File: src/rtl/arbtst_pkg.sv
// Shared state encoding and width helper for the arbiter-test client.
package arbtst_pkg;

    localparam logic [2:0] ST_LOAD = 3'd0;
    localparam logic [2:0] ST_REQ  = 3'd1;
    localparam logic [2:0] ST_WAIT = 3'd2;
    localparam logic [2:0] ST_READ = 3'd3;
    localparam logic [2:0] ST_OUT  = 3'd4;

    typedef enum logic [2:0] {
        LOAD = ST_LOAD,
        REQ  = ST_REQ,
        WAIT = ST_WAIT,
        READ = ST_READ,
        OUT  = ST_OUT
    } state_t;

    function automatic int unsigned cnt_w(input int unsigned maxv);
        return (maxv < 1) ? 1 : $clog2(maxv + 1);
    endfunction

endpackage

File: src/rtl/arbtst_down_cnt.sv
// Loadable saturating down-counter with a zero flag.
module arbtst_down_cnt
    import arbtst_pkg::*;
#(
    parameter int unsigned W = 1
) (
    input  logic         clk,
    input  logic         reset,
    input  logic         load,
    input  logic [W-1:0] load_val,
    input  logic         dec,
    output logic         zero
);

    logic [W-1:0] cnt;

    always_ff @(posedge clk or negedge reset) begin
        if (!reset) begin
            cnt <= '0;
        end else if (load) begin
            cnt <= load_val;
        end else if (dec && cnt != '0) begin
            cnt <= cnt - W'(1);
        end
    end

    assign zero = (cnt == '0);

endmodule

File: src/rtl/arbtst_client_n.sv
// Arbiter-test client: request, present operands, loop result PASSES times.
// Grant timeout is built only with ARBTST_CLIENT_TMO_EN defined.
module arbtst_client_n
    import arbtst_pkg::*;
#(
    parameter int unsigned WIDTH   = 4,
    parameter int unsigned PASSES  = 1,
    parameter int unsigned RES_LAT = 1,
    parameter int unsigned TMO     = 15
) (
    input  logic             clk,
    input  logic             reset,
    input  logic [WIDTH-1:0] ain,
    input  logic [WIDTH-1:0] bin,
    input  logic             gnt,
    input  logic [WIDTH-1:0] yin,
    output logic             req,
    output logic [WIDTH-1:0] aout,
    output logic [WIDTH-1:0] bout,
    output logic [WIDTH-1:0] yout,
    output logic             yvalid,
    output logic             err
);

    localparam int unsigned PW   = cnt_w(PASSES - 1);
    localparam int unsigned LMAX = (RES_LAT > 0) ? RES_LAT - 1 : 0;
    localparam int unsigned LW   = cnt_w(LMAX);
    localparam logic [PW-1:0] P_INIT = PW'(PASSES - 1);
    localparam logic [LW-1:0] L_INIT = LW'(LMAX);

    state_t state, nxt;
    logic [WIDTH-1:0] areg, breg;
    logic pass_ld, pass_dec, pass_zero;
    logic lat_ld, lat_dec, lat_zero;
    logic tmo_fire, tmo_flag;

    arbtst_down_cnt #(.W(PW)) u_pass (
        .clk      (clk),
        .reset    (reset),
        .load     (pass_ld),
        .load_val (P_INIT),
        .dec      (pass_dec),
        .zero     (pass_zero)
    );

    arbtst_down_cnt #(.W(LW)) u_lat (
        .clk      (clk),
        .reset    (reset),
        .load     (lat_ld),
        .load_val (L_INIT),
        .dec      (lat_dec),
        .zero     (lat_zero)
    );

    always_ff @(posedge clk or negedge reset) begin
        if (!reset) begin
            state <= LOAD;
            areg  <= '0;
            breg  <= '0;
        end else begin
            state <= nxt;
            if (state == LOAD) begin
                areg <= ain;
                breg <= bin;
            end else if (state == READ) begin
                areg <= yin;
            end
        end
    end

    always_comb begin
        nxt      = state;
        req      = 1'b0;
        aout     = '0;
        bout     = '0;
        yout     = '0;
        yvalid   = 1'b0;
        pass_ld  = 1'b0;
        pass_dec = 1'b0;
        lat_ld   = 1'b0;
        lat_dec  = 1'b0;
        unique case (state)
            LOAD: begin
                pass_ld = 1'b1;
                nxt     = REQ;
            end
            REQ: begin
                req  = 1'b1;
                aout = areg;
                bout = breg;
                if (gnt) begin
                    lat_ld = 1'b1;
                    if (RES_LAT == 0) nxt = READ;
                    else              nxt = WAIT;
                end else if (tmo_fire) begin
                    nxt = OUT;
                end
            end
            WAIT: begin
                req     = 1'b1;
                aout    = areg;
                bout    = breg;
                lat_dec = 1'b1;
                if (lat_zero) nxt = READ;
            end
            READ: begin
                aout = areg;
                bout = breg;
                if (!pass_zero) begin
                    pass_dec = 1'b1;
                    nxt      = REQ;
                end else begin
                    nxt = OUT;
                end
            end
            OUT: begin
                yout   = areg;
                yvalid = !tmo_flag;
                nxt    = LOAD;
            end
            default: nxt = LOAD;
        endcase
    end

`ifdef ARBTST_CLIENT_TMO_EN
    localparam int unsigned TW = cnt_w((TMO > 0) ? TMO - 1 : 0);
    localparam logic [TW-1:0] T_INIT = TW'((TMO > 0) ? TMO - 1 : 0);

    logic tmo_ld, tmo_dec, tmo_zero;

    // Reload on every entry to REQ so each pass gets a full window.
    assign tmo_ld  = (nxt == REQ) && (state != REQ);
    assign tmo_dec = (state == REQ) && !gnt;

    arbtst_down_cnt #(.W(TW)) u_tmo (
        .clk      (clk),
        .reset    (reset),
        .load     (tmo_ld),
        .load_val (T_INIT),
        .dec      (tmo_dec),
        .zero     (tmo_zero)
    );

    assign tmo_fire = tmo_zero;

    always_ff @(posedge clk or negedge reset) begin
        if (!reset) begin
            tmo_flag <= 1'b0;
        end else begin
            tmo_flag <= (state == REQ) && !gnt && tmo_zero;
        end
    end

    assign err = (state == OUT) && tmo_flag;
`else
    localparam bit TMO_ON = (TMO > 0);

    assign tmo_fire = 1'b0;
    assign tmo_flag = 1'b0;
    assign err      = TMO_ON & 1'b0;
`endif

endmodule

File: config.mk
export PLATFORM = sky130hd
export DESIGN_NAME = arbtst_client_n
export DESIGN_NICKNAME = d
export VERILOG_FILES = /design/src/rtl/arbtst_pkg.sv /design/src/rtl/arbtst_down_cnt.sv /design/src/rtl/arbtst_client_n.sv
export SDC_FILE = /design/constraint.sdc
export NUM_CORES = 1
export LEC_CHECK = 0
export CAP_MARGIN = 15
export CORE_MARGIN = 8
export CORE_UTILIZATION = 43
export CTS_CLUSTER_SIZE = 40
export DETAILED_ROUTE_END_ITERATION = 6
export GPL_ROUTABILITY_DRIVEN = 0
export PLACE_DENSITY = 0.82
export SETUP_SLACK_MARGIN = 0.15
export SLEW_MARGIN = 40
export SYNTH_ARGS = -nofsm -noshare
export SYNTH_HDL_FRONTEND = slang
export SYNTH_SLANG_ARGS = --single-unit
export TNS_END_PERCENT = 20
File: constraint.sdc
create_clock -name clk -period 1.7 [get_ports clk]
set_input_delay 0.255 -clock clk [delete_from_list [all_inputs] [get_ports clk]]
set_output_delay 0.255 -clock clk [all_outputs]
set_load 0.01 [all_outputs]
# --- Word level (Yosys, flattened, before mapping) ---
# Cells that the tools add are included.
word_totals:
  register_bits: 13
  in_bits: 15
  output_inout_bits: 15
  wordCells: 43
classes:
  n_addsub: 2
  n_eq_ne: 6
  n_mux: 21
  n_reduce_logical: 9
ops:
  columns: ["cell", "count"]
  rows:
  - ["$mux W4", 5]
  - ["$mux W1", 12]
  - ["$pmux W3 S4", 1]
  - ["$mux W3", 3]
  - ["$eq A3 B2 Y1 const B", 2]
  - ["$reduce_bool A2 Y1", 3]
  - ["$ne A2 B2 Y1 const B", 2]
  - ["$eq A3 B1 Y1 const B", 1]
  - ["$eq A3 B3 Y1 const B", 1]
  - ["$logic_not A3 Y1", 1]
  - ["$reduce_or A3 Y1", 1]
  - ["$logic_and A1 B1 Y1", 2]
  - ["$reduce_and A2 Y1", 1]
  - ["$reduce_or A2 Y1", 1]
  - ["$sub A1 B1 Y1 const B", 2]

# --- Logic depth before layout (Yosys ltp) ---
logic_depth:
  word_depth: 5
  mapped_depth: 4
  ltp_nobuf: 3

# --- By module ---
# A second synthesis with hierarchy kept.
unflattened:
  cells_unflattened: 67
  area_unflattened_um2: 735.7
by_module_without_submodules:
  columns: ["mod", "instances", "cells_each", "area_per_inst_um2", "seq_area_each_um2"]
  rows:
  - ["arbtst_client_n", 1, 59, 645.6, 275.3]
  - ["arbtst_down_cnt", 2, 4, 45.0, 25.0]

# --- Least setup slack after synthesis ---
# OpenSTA, ideal clock, no wires.
synth_timing:
  path_type: "register to output"
  from: "register state[0]"
  to: "output req"
  arrival_ps: 1007
  required_ps: 1445
  setup_slack_ps: 438
  path_stages_with_launch: 4
  path_buffers: 1
  cell_sequence: "dfrtp_1 -> and2_1 -> buf_6 -> nor3_1"
synth_between:
  elab_chain_len: 3
  word_cells_on_any_way: 4
  cone_classes: "eq/ne: 2; mux: 1; reduce/logical: 1"
synth_lines:
  columns: ["item", "line", "text"]
  rows:
  - ["from (decl)", "arbtst_client_n.sv:31", "state_t state, nxt;"]
  - ["from (signal assigned)", "arbtst_client_n.sv:61", "state <= nxt;"]
  - ["$eq A3 B2 Y1 or $eq A3 B1 Y1 (tied branches)", "arbtst_client_n.sv:82", "unique case (state)"]
  - ["$reduce_or A2 Y1 (no source line) (*)", null, null]
  - ["$mux W1 (*)", "arbtst_client_n.sv:82", null]
  - ["to (decl)", "arbtst_client_n.sv:17", "output logic req,"]
# Every way passes the cells marked *; elsewhere a longest branch is shown, timed or not.

# --- Worst setup path in the final report ---
layout_timing:
  from: "register state[1]"
  to: "output bout[1]"
layout_between:
  elab_chain_len: 3
  word_cells_on_any_way: 5
  cone_classes: "eq/ne: 3; mux: 1; reduce/logical: 1"
layout_lines:
  columns: ["item", "line", "text"]
  rows:
  - ["$eq A3 B2 Y1 or $eq A3 B1 Y1 (tied branches)", "arbtst_client_n.sv:82", null]
  - ["$reduce_or A3 Y1 (no source line) (*)", null, null]
  - ["$mux W4 (*)", "arbtst_client_n.sv:82", null]
  - ["to (decl)", "arbtst_client_n.sv:19", "output logic [WIDTH-1:0] bout,"]
# Marked as above.

==> run metrics <==
CP max stage delay approximately 400 ps; detailed-router iteration count before antenna repair 4; largest net degree at the start of global routing 16; final period utilization 0.948; max-cap violations 0; relative slew slack 0.619; Post-DRT Antenna Nets 0; Gate power share 0.662; Synth cell types 21; maximum VDD drop 1.05 mV; Final #Nets approximately 120; Cell Int Power 1380 uW; # setup viols final 0; Die Area 3070 um^2; Worst Skew about 2.3 ps; Power Dens Cells 1990 nW/um^2; Post-DP HPWL roughly 1300 um; via count 604; vias in the first global route around 680; layout cells sized above 1 0.470; Critical Path RT 1440 ps; Slew Viols, Final 0; Startpoint Class flop; Syn-to-layout area delta 61.8%; sequential area share after synthesis 0.487; Vias/cell 5.21; Iter 0 DRT Violations 9; hold buffer count at CTS 0; Post-synth top cells dfrtp_1 (13), and2_1 (11); Die W around 55 um; clk slew on worst S/H paths 80 ps; switch share 0.355; sequential share of power 0.248; Synth Net Count 74; wire per inst 16.0 um; CP Max Fanout 8; Switch Pwr 763 uW; dominant cell by count in the synthesized netlist dfrtp_1; Synth Flop Type dfrtp_1; Synth Area per Inst 11.3 um^2; fillers 116; Worst EP arrival 1360 ps; status completed; core area roughly 1500 um^2; Worst-Skew Late Latency 280 ps; initial antenna violation count 0; largest area contributor in the netlist dfrtp_1; worst hold path class in2async; Root Driver clkbuf_4; Tot Pwr approximately 2100 uW; io pins 30; DRC Markers 0; CP endpoint kind primary output; H-tree depth 1; number of enable flip-flop cells after synthesis 0; FP Rows 14; Synth area leaders dfrtp_1 (49%), and2_1 (10%), mux2_2 (6.7%), o2bb2ai_1 (5.2%), a22oi_1 (4.5%); cell family with most CP delay flip-flops; CTS tree built; Peak Freq about 620 MHz; slowest cell on the critical path dfrtp_1; #FFs+latches synth 13; YS warnings 0; Tot GR Track Use 0.120; RSZ-0062 raised after global routing true; Leak 0.000514 uW; CTS Buf Count 3; first-pass GRT wire length slightly above 3000 um; Overflow after GRT 0; chip height 55.4 um; initial core utilization 0.449; share of the synthesized area in the top cell type 0.487; Crit path depth 6; Fin. Hold Viols 0; diodes inserted 0; CTS Sinks 13; ys async rst share 1.00; setup TNS 0 ps; Clk pwr share 0.091; worst path cell trace nor2_2 -> buf_4 -> nor2_2 -> buf_6 -> and2_4 -> buf_6; Worst Max-Slew Pin Slew 569 ps; Max Buffers Root-to-Sink 2; total area of sequential cells between 300 and 400 um^2; Port Buffers 28; total wire length 1860 um; cell area after synthesis ~670 um^2; Multi-input gate area 337 um^2; crit path buf inv count 3; CP Class reg2out; min Tclk post-route 1610 ps; cells after synthesis 59; cells on worst reg2reg path 5
## state kept, by name, indices dropped and copies added, names as in the netlist
name and count:
breg 4, areg 4, u_pass.cnt 1, state 3
u_lat.cnt 1
## layer usage
layer  share of wire  global-route usage  vias to the layer above
met5               0                   0                        -
met4           0.025              0.0528                        0
met3            0.10              0.0479                        5
met2            0.45               0.194                       32
met1            0.43               0.135                      279
li1                -                   -                      288
## worst register-to-register path, delay by kind of cell (launching register included)
kind          cells  cell delay, ps
simple gates      1             200
mux               1             370
flops             1             410
buf+inv           3             400
## placed cells by master (no fill, tap or decap), drive strengths merged
cell / count
mux2: 4
nand2b: 2
a21oi: 2
a22oi: 4
mux2i: 1
nand3b: 1
clkdlybuf4s50: 14
nor2: 3
clkbuf: 4
dfrtp: 13
and2: 11
o21bai: 1
inv: 1
conb: 1
nor3b: 1
buf: 27
o2bb2ai: 4
nor3: 2
and3: 4
## kinds of logic (layout without fill, tap and decap cells)
logic type             count (synthesis)  after routing  synth area share
AO/OA/AOI/OAI                         11             11             0.140
buffers and inverters                  5             46            0.0505
flip-flops                            13             13             0.487
multiplexers                           5              5            0.0824
other                                  1              1           0.00561
AND/OR/NAND/NOR                       24             24             0.234
## metrics by stage
step / hold WS [ps] / cell area [um^2] / std cells / setup WS [ps] / util
finish: 338 / 1080 / 116 / 88.1 / 0.726
global route: 380 / 1080 / 116 / 17.6 / 0.726
CTS: 345 / 1020 / 115 / 55.1 / 0.686
detailed placement: 460 / 983 / 105 / 17.2 / 0.661
global placement: 449 / 983 / 105 / 91.3 / 0.661
floorplan: -40.6 / 668 / 59 / 438 / -
## worst paths after layout
kind,start,to,slack (ps)
worst max-delay path,state[1],bout[1],90
worst min-delay path,reset,u_lat.cnt,340
worst max register to register,state[0],breg[2],210
worst min register to register,u_pass.cnt,state[2],460
max in group asynchronous,reset,breg[2],990
min in group clk,u_pass.cnt,state[2],460
## power by group through the flow
stage                     registers [uW]  logic (uW)  clock network (uW)
after CTS                            521        1190                 199
after floorplan                      534         608                   0
after detailed placement             527        1140                   0
after global routing                 547        1550                 202
after global placement               517        1120                   0
final                                532        1420                 194
## cell type report
cell class,instances,share of cell area
timing repair buffer,41,0.341
multi-input combinational,41,0.311
sequential,13,0.301
clock buffer,4,0.0243
tap,16,0.0185
inverter,1,0.00347
## repair_timing
action                                  CTS  global route
cloned                                    1             0
gates resized for setup                  62            17
buffers inserted                          5             1
endpoints found under the setup margin   14            14
pin swaps                                 9             2
(Power assumes the default switching activity.)
